File: src/rtl/sd_controller_pkg.sv
// Shared types and constants for the SPI-mode SD controller and its command engine.
package sd_controller_pkg;

  typedef logic [5:0]  cmd_index_t;
  typedef logic [31:0] cmd_argument_t;

  localparam cmd_index_t Cmd0   = 6'd0;
  localparam cmd_index_t Cmd8   = 6'd8;
  localparam cmd_index_t Cmd13  = 6'd13;
  localparam cmd_index_t Acmd41 = 6'd41;
  localparam cmd_index_t Cmd55  = 6'd55;

  localparam cmd_argument_t NullCmdArgument = 32'h0000_0000;
  localparam cmd_argument_t Cmd8Argument    = 32'h0000_01AA;
  localparam cmd_argument_t Acmd41Argument  = 32'h4000_0000;

  localparam logic [39:0] Cmd8Response  = 40'h01_0000_01AA;
  localparam logic [39:0] Cmd13Response = 40'h00_0000_0000;

  typedef enum logic [2:0] {
    Idle,
    SendFrame,
    PollResp,
    ReadResp,
    Done
  } sd_cmd_engine_fsm_t;

  localparam logic [1:0] CmdStartBits     = 2'b01;
  localparam logic [6:0] Crc7Polynomial   = 7'h09;
  localparam logic [7:0] SpiIdleByte      = 8'hFF;
  localparam int         MaxResponseBytes = 5;

  // A zero length still waits for the R1 byte; anything longer than R7 is capped.
  function automatic logic [2:0] clamp_response_bytes(input logic [2:0] requested);
    if (requested == 3'd0) begin
      return 3'd1;
    end else if (requested > 3'(MaxResponseBytes)) begin
      return 3'(MaxResponseBytes);
    end else begin
      return requested;
    end
  endfunction

endpackage

File: src/rtl/sd_crc7.sv
// Combinational CRC7 (x^7 + x^3 + 1, zero seed, MSB first) over a 40-bit message.
module sd_crc7
  import sd_controller_pkg::*;
(
  input  logic [39:0] data,
  output logic [6:0]  crc
);

  // Bit-serial LFSR unrolled across all 40 message bits.
  always_comb begin
    crc = '0;
    for (int i = 39; i >= 0; i--) begin
      if (crc[6] ^ data[i]) begin
        crc = {crc[5:0], 1'b0} ^ Crc7Polynomial;
      end else begin
        crc = {crc[5:0], 1'b0};
      end
    end
  end

endmodule

File: src/rtl/sd_cmd_engine.sv
// SD command/response sequencer: frames a command with CRC7, pushes it through the
// SPI byte master one byte at a time, polls for the R1 start byte and gathers the response.
module sd_cmd_engine
  import sd_controller_pkg::*;
#(
  parameter int MaxPollBytes = 16
) (
  input  logic          clock,
  input  logic          reset_n,
  input  logic          cmd_valid,
  output logic          cmd_ready,
  input  cmd_index_t    cmd_index,
  input  cmd_argument_t cmd_argument,
  input  logic [2:0]    response_bytes,
  output logic [39:0]   response,
  output logic          resp_valid,
  output logic          timeout,
  output logic          busy,
  output logic [7:0]    spi_tx_data,
  output logic          spi_tx_valid,
  input  logic          spi_tx_ready,
  input  logic [7:0]    spi_rx_data,
  input  logic          spi_rx_valid
);

  localparam logic [7:0] PollLast = 8'(MaxPollBytes - 1);

  sd_cmd_engine_fsm_t state;
  logic [39:0] frame_rest;
  logic [2:0]  byte_cnt;
  logic [7:0]  poll_cnt;
  logic [2:0]  resp_cnt;
  logic [2:0]  resp_len;
  logic        awaiting_rx;
  logic [6:0]  crc_out;
  logic        rx_take;

  // CRC is computed straight from the request inputs so it is ready at accept time.
  sd_crc7 u_crc7 (
    .data ({CmdStartBits, cmd_index, cmd_argument}),
    .crc  (crc_out)
  );

  assign rx_take = awaiting_rx && spi_rx_valid;

  // Command sequencer: one outstanding SPI byte at a time, every output registered.
  always_ff @(posedge clock or negedge reset_n) begin
    if (!reset_n) begin
      state        <= Idle;
      cmd_ready    <= 1'b1;
      response     <= '0;
      resp_valid   <= 1'b0;
      timeout      <= 1'b0;
      busy         <= 1'b0;
      spi_tx_valid <= 1'b0;
      spi_tx_data  <= SpiIdleByte;
      frame_rest   <= '0;
      byte_cnt     <= '0;
      poll_cnt     <= '0;
      resp_cnt     <= '0;
      resp_len     <= 3'd1;
      awaiting_rx  <= 1'b0;
    end else begin
      if (spi_tx_valid && spi_tx_ready) begin
        spi_tx_valid <= 1'b0;
        awaiting_rx  <= 1'b1;
      end
      if (rx_take) begin
        awaiting_rx <= 1'b0;
      end

      case (state)
        Idle: begin
          if (cmd_valid) begin
            state        <= SendFrame;
            cmd_ready    <= 1'b0;
            busy         <= 1'b1;
            response     <= '0;
            timeout      <= 1'b0;
            resp_len     <= clamp_response_bytes(response_bytes);
            frame_rest   <= {cmd_argument, crc_out, 1'b1};
            byte_cnt     <= '0;
            poll_cnt     <= '0;
            resp_cnt     <= '0;
            spi_tx_data  <= {CmdStartBits, cmd_index};
            spi_tx_valid <= 1'b1;
          end
        end

        SendFrame: begin
          if (rx_take) begin
            spi_tx_valid <= 1'b1;
            if (byte_cnt == 3'd5) begin
              state       <= PollResp;
              spi_tx_data <= SpiIdleByte;
            end else begin
              spi_tx_data <= frame_rest[39:32];
              frame_rest  <= {frame_rest[31:0], 8'h00};
              byte_cnt    <= byte_cnt + 3'd1;
            end
          end
        end

        PollResp: begin
          if (rx_take) begin
            if (!spi_rx_data[7]) begin
              response <= {response[31:0], spi_rx_data};
              resp_cnt <= 3'd1;
              if (resp_len == 3'd1) begin
                state      <= Done;
                resp_valid <= 1'b1;
              end else begin
                state        <= ReadResp;
                spi_tx_data  <= SpiIdleByte;
                spi_tx_valid <= 1'b1;
              end
            end else if (poll_cnt == PollLast) begin
              timeout    <= 1'b1;
              state      <= Done;
              resp_valid <= 1'b1;
            end else begin
              poll_cnt     <= poll_cnt + 8'd1;
              spi_tx_data  <= SpiIdleByte;
              spi_tx_valid <= 1'b1;
            end
          end
        end

        ReadResp: begin
          if (rx_take) begin
            response <= {response[31:0], spi_rx_data};
            if (resp_cnt + 3'd1 == resp_len) begin
              state      <= Done;
              resp_valid <= 1'b1;
            end else begin
              resp_cnt     <= resp_cnt + 3'd1;
              spi_tx_data  <= SpiIdleByte;
              spi_tx_valid <= 1'b1;
            end
          end
        end

        Done: begin
          resp_valid <= 1'b0;
          busy       <= 1'b0;
          cmd_ready  <= 1'b1;
          state      <= Idle;
        end

        default: begin
          state <= Idle;
        end
      endcase
    end
  end

endmodule

File: config.mk
export PLATFORM = sky130hd
export DESIGN_NAME = sd_cmd_engine
export DESIGN_NICKNAME = d
export VERILOG_FILES = /design/src/rtl/sd_controller_pkg.sv /design/src/rtl/sd_crc7.sv /design/src/rtl/sd_cmd_engine.sv
export SDC_FILE = /design/constraint.sdc
export NUM_CORES = 1
export LEC_CHECK = 0
export CAP_MARGIN = 20
export CORE_MARGIN = 2
export CORE_UTILIZATION = 45
export DETAILED_ROUTE_END_ITERATION = 7
export PLACE_DENSITY = 0.72
export SLEW_MARGIN = 20
export SYNTH_ARGS = -nofsm -noshare
export SYNTH_HDL_FRONTEND = slang
export SYNTH_HIERARCHICAL = 1
export SYNTH_SLANG_ARGS = --single-unit
File: constraint.sdc
create_clock -name clock -period 5.8 [get_ports clock]
set_clock_uncertainty 0.05 [all_clocks]
set_input_delay 1.16 -clock clock [delete_from_list [all_inputs] [get_ports clock]]
set_output_delay 1.16 -clock clock [all_outputs]
set_load 0.02 [all_outputs]
==> impl_metrics.py <==
metrics = {
    "place": {
        "dp_hpwl_mm": 10.5,
        "port_buffers": 106,
        "routabilityCongestion": 0.953,
        "dp_cells": 808,
    },
    "worst_setup_path": {
        "path_cells": "clkdlybuf4s50_1 > xnor3_1 > xnor2_2 > xnor3_1 > xnor3_1 > xor3_1 > a22o_1",
        "worstSetupStartpointType": "input pin",
        "required_ns": 6.05,
        "path_class": "in -> reg",
        "critPathSlowestCell": "clkdlybuf4s50_1",
        "slowest_delay_ns": 0.58,
        "cp_max_fo": 4,
        "end_kind": "register",
        "critPathMostFrequentCell": "xnor3_1",
        "arrival_ns": 3.90,
    },
    "synth": {
        "synth-compound-area-share": 0.122,
        "synthCells": 551,
        "ys.flop_type": "dfrtp_1",
        "ys_ff_latch": 114,
        "ys_seq_area_frac": 0.462,
        "synth_top_area_share": 0.419,
        "synth_top_family_by_area": "XOR/XNOR gates",
        "ys_top_cells_by_count": "128 x nand2_1, 104 x dfrtp_1, 48 x a22o_1, 42 x mux2_2, 23 x xnor2_1",
        "post-synth-top-area-cell": "dfrtp_1",
        "async_flop_share": 1.00,
        "synthAdderAreaFrac": 0.00807,
        "synthSimpleGateAreaFrac": 0.137,
        "yosys.area_share.xor_xnor": 0.164,
        "synthTopCellsByArea": "dfrtp_1 42%, nand2_1 7.7%, mux2_2 7.6%, xnor3_1 6.9%, a22o_1 6.8%",
        "synth_mux_area_frac": 0.0778,
        "yosys_warnings": 6,
        "synth.most_common_cell": "nand2_1",
        "syn_area_um2": 6200,
        "syn_avg_cell_area_um2": 11.3,
        "yosys.cell_types.count": 63,
        "synth_edf_count": 0,
    },
    "sta": {
        "max_slew.worst_pin.slew_ns": 0.975,
        "maxSlewViolCount": 0,
        "fin_crit_ns": 3.65,
        "fin_setup_tns_ns": 0,
        "finalCritPeriodShare": 0.629,
        "finalHoldViolCount": 0,
        "holdWs_ns": 0.424,
        "setup_viol": 0,
        "relSlewSlack": 0.350,
        "clock.fmax_mhz": 274,
        "rsz0062_at_grt": "no",
    },
    "hold_path": {
        "hold_class": "reg -> reg",
    },
    "layout": {
        "syn_to_final_growth_pct": 29.1,
        "nets": 709,
        "diodes": 0,
        "drive_gt1_frac": 0.164,
        "final_cells": 840,
    },
    "clocking": {
        "clk_path_buf_depth": 2,
        "ctsResizeCount": 0,
        "hold_buffers": 0,
        "root_buffer": "clkbuf_16",
        "insertion_delay_ns": 0.41,
        "cts_htree_levels": 4,
        "cts.reportedPaths.clkPinSlew_ns": 0.06,
        "numCtsBuffers": 17,
        "clock-sinks": 114,
        "tritoncts": "yes",
        "postCtsSetupBuffers": 0,
    },
    "pwr": {
        "power.density_nw_per_um2": 515,
        "leakagePower_nw": 3.68,
        "clock_power_share": 0.257,
        "sw_frac_of_total": 0.342,
        "power.net_switching_mw": 1.41,
        "power_frac_comb": 0.429,
        "p_int_mw": 2.71,
        "seqPwrFrac": 0.314,
        "max-vdd-ir-drop_uv": 321,
    },
    "grt": {
        "overflow": 0,
        "grt_usage": 0.210,
        "first_global_vias": 4615,
        "grt_antenna_before_repair": 0,
        "grt_pass1_wl_mm": 23.8,
        "grt_max_degree": 77,
    },
    "floorplan": {
        "io_pins": 107,
        "rows": 42,
        "die_x_um": 121,
        "die_h_um": 121,
        "initial_utilization": 0.465,
        "fp.dieArea_um2": 14700,
        "core_area_um2": 13300,
    },
    "route": {
        "drc_errors": 0,
        "vias": 4620,
        "postRouteAntennaNets": 0,
        "firstDrtPassIters": 5,
        "drt-wirelength-per-cell_um": 17.3,
        "viasPerCell": 5.50,
        "routed_wl_mm": 14.5,
        "drt-initial-drc-count": 414,
    },
    "outcome": {
        "run_status": "finished clean",
    },
    "job": {
        "cap_violations": 0,
    },
}
## critical path, delay by kind of cell
kind,cells,cell delay [ns]
XOR/XNOR,5,1.94
buffers and inverters,1,0.58
AO/OA/AOI/OAI,1,0.22
## state kept, by name, indices dropped and copies added, names as in the netlist
| name | count |
|---|---|
| poll_cnt | 8 |
| timeout | 1 |
| busy | 1 |
| byte_cnt | 3 |
| spi_tx_data | 8 |
| resp_cnt | 3 |
| resp_len | 3 |
| state | 3 |
| response | 40 |
| spi_tx_valid | 1 |
| resp_valid | 1 |
| awaiting_rx | 1 |
| frame_rest | 40 |
| cmd_ready | 1 |
## power groups by stage
stage               combinational [mW]  sequential [mW]  clock (mW)
CTS                               1.78             1.29        1.08
finish                            1.77             1.29        1.06
floorplan                         1.22             1.35           0
global placement                  1.73             1.29           0
detailed placement                1.78             1.30           0
global route                      1.92             1.33        1.12
## final cells by class
type	count	area, um^2
sequential	114	2870
fill	1111	5340
inverter	8	30.0
multi-input combinational	399	3190
clock inverter	15	186
tap	176	220
clock buffer	17	425
timing repair buffer	111	1100
## through the flow
| step | utilization | worst slack, ns | total power, mW | area (um^2) |
|---|---|---|---|---|
| 4_1_cts | 0.600 | 2.17 | 4.15 | 8010 |
| 5_1_grt | 0.600 | 2.08 | 4.37 | 8010 |
| 6_report | 0.600 | 2.15 | 4.12 | 8010 |
| 3_3_place_gp | 0.554 | 1.84 | 3.02 | 7400 |
| 2_1_floorplan | - | 2.48 | 2.58 | 6210 |
| 3_5_place_dp | 0.554 | 1.76 | 3.08 | 7400 |
## path summary, 6_finish.rpt
| kind | start | to | slack [ns] | depth (start not counted) |
|---|---|---|---|---|
| min in group asynchronous | reset_n | resp_len[2] | 0.84 | 1 |
| worst max register to register | state[1] | frame_rest[30] | 2.64 | 5 |
| max in group asynchronous | reset_n | response[35] | 3.80 | 2 |
| worst min-delay path | cmd_ready | cmd_ready | 0.42 | 2 |
| worst max-delay path | cmd_index[1] | frame_rest[5] | 2.15 | 7 |
| worst min register to register | cmd_ready | cmd_ready | 0.42 | 2 |
## layer usage
layer | share of wire | wire [um] | track usage | vias up
li1 | - | - | - | 2155
met1 | 0.45 | 6500 | 0.281 | 2286
met2 | 0.48 | 6940 | 0.336 | 161
met3 | 0.058 | 845 | 0.0484 | 18
met4 | 0.018 | 265 | 0.0733 | 0
met5 | 0 | 0 | 0 | -
## logic make-up after synthesis
kind of cell | count (synthesis)
simple gates | 191
flops | 114
compound gates | 92
xor+xnor | 65
mux | 43
buf+inv | 40
fa+ha+maj | 4
other cells | 2
## layout by cell type (no fill, tap or decap), types with 8 or more instances in the layout
| cell | synthesis | routed |
|---|---|---|
| nor3_1 | 10 | 10 |
| clkbuf_16 | 0 | 17 |
| mux2_2 | 42 | 42 |
| xnor2_1 | 23 | 23 |
| a22o_1 | 48 | 48 |
| xor2_1 | 9 | 9 |
| clkdlybuf4s50_1 | 0 | 105 |
| xnor3_1 | 19 | 19 |
| nor2_1 | 16 | 16 |
| dfrtp_1 | 104 | 104 |
| inv_1 | 8 | 8 |
| dfstp_2 | 10 | 10 |
| o21ai_0 | 12 | 12 |
| nand2_1 | 128 | 128 |
(Power assumes the default switching activity.)
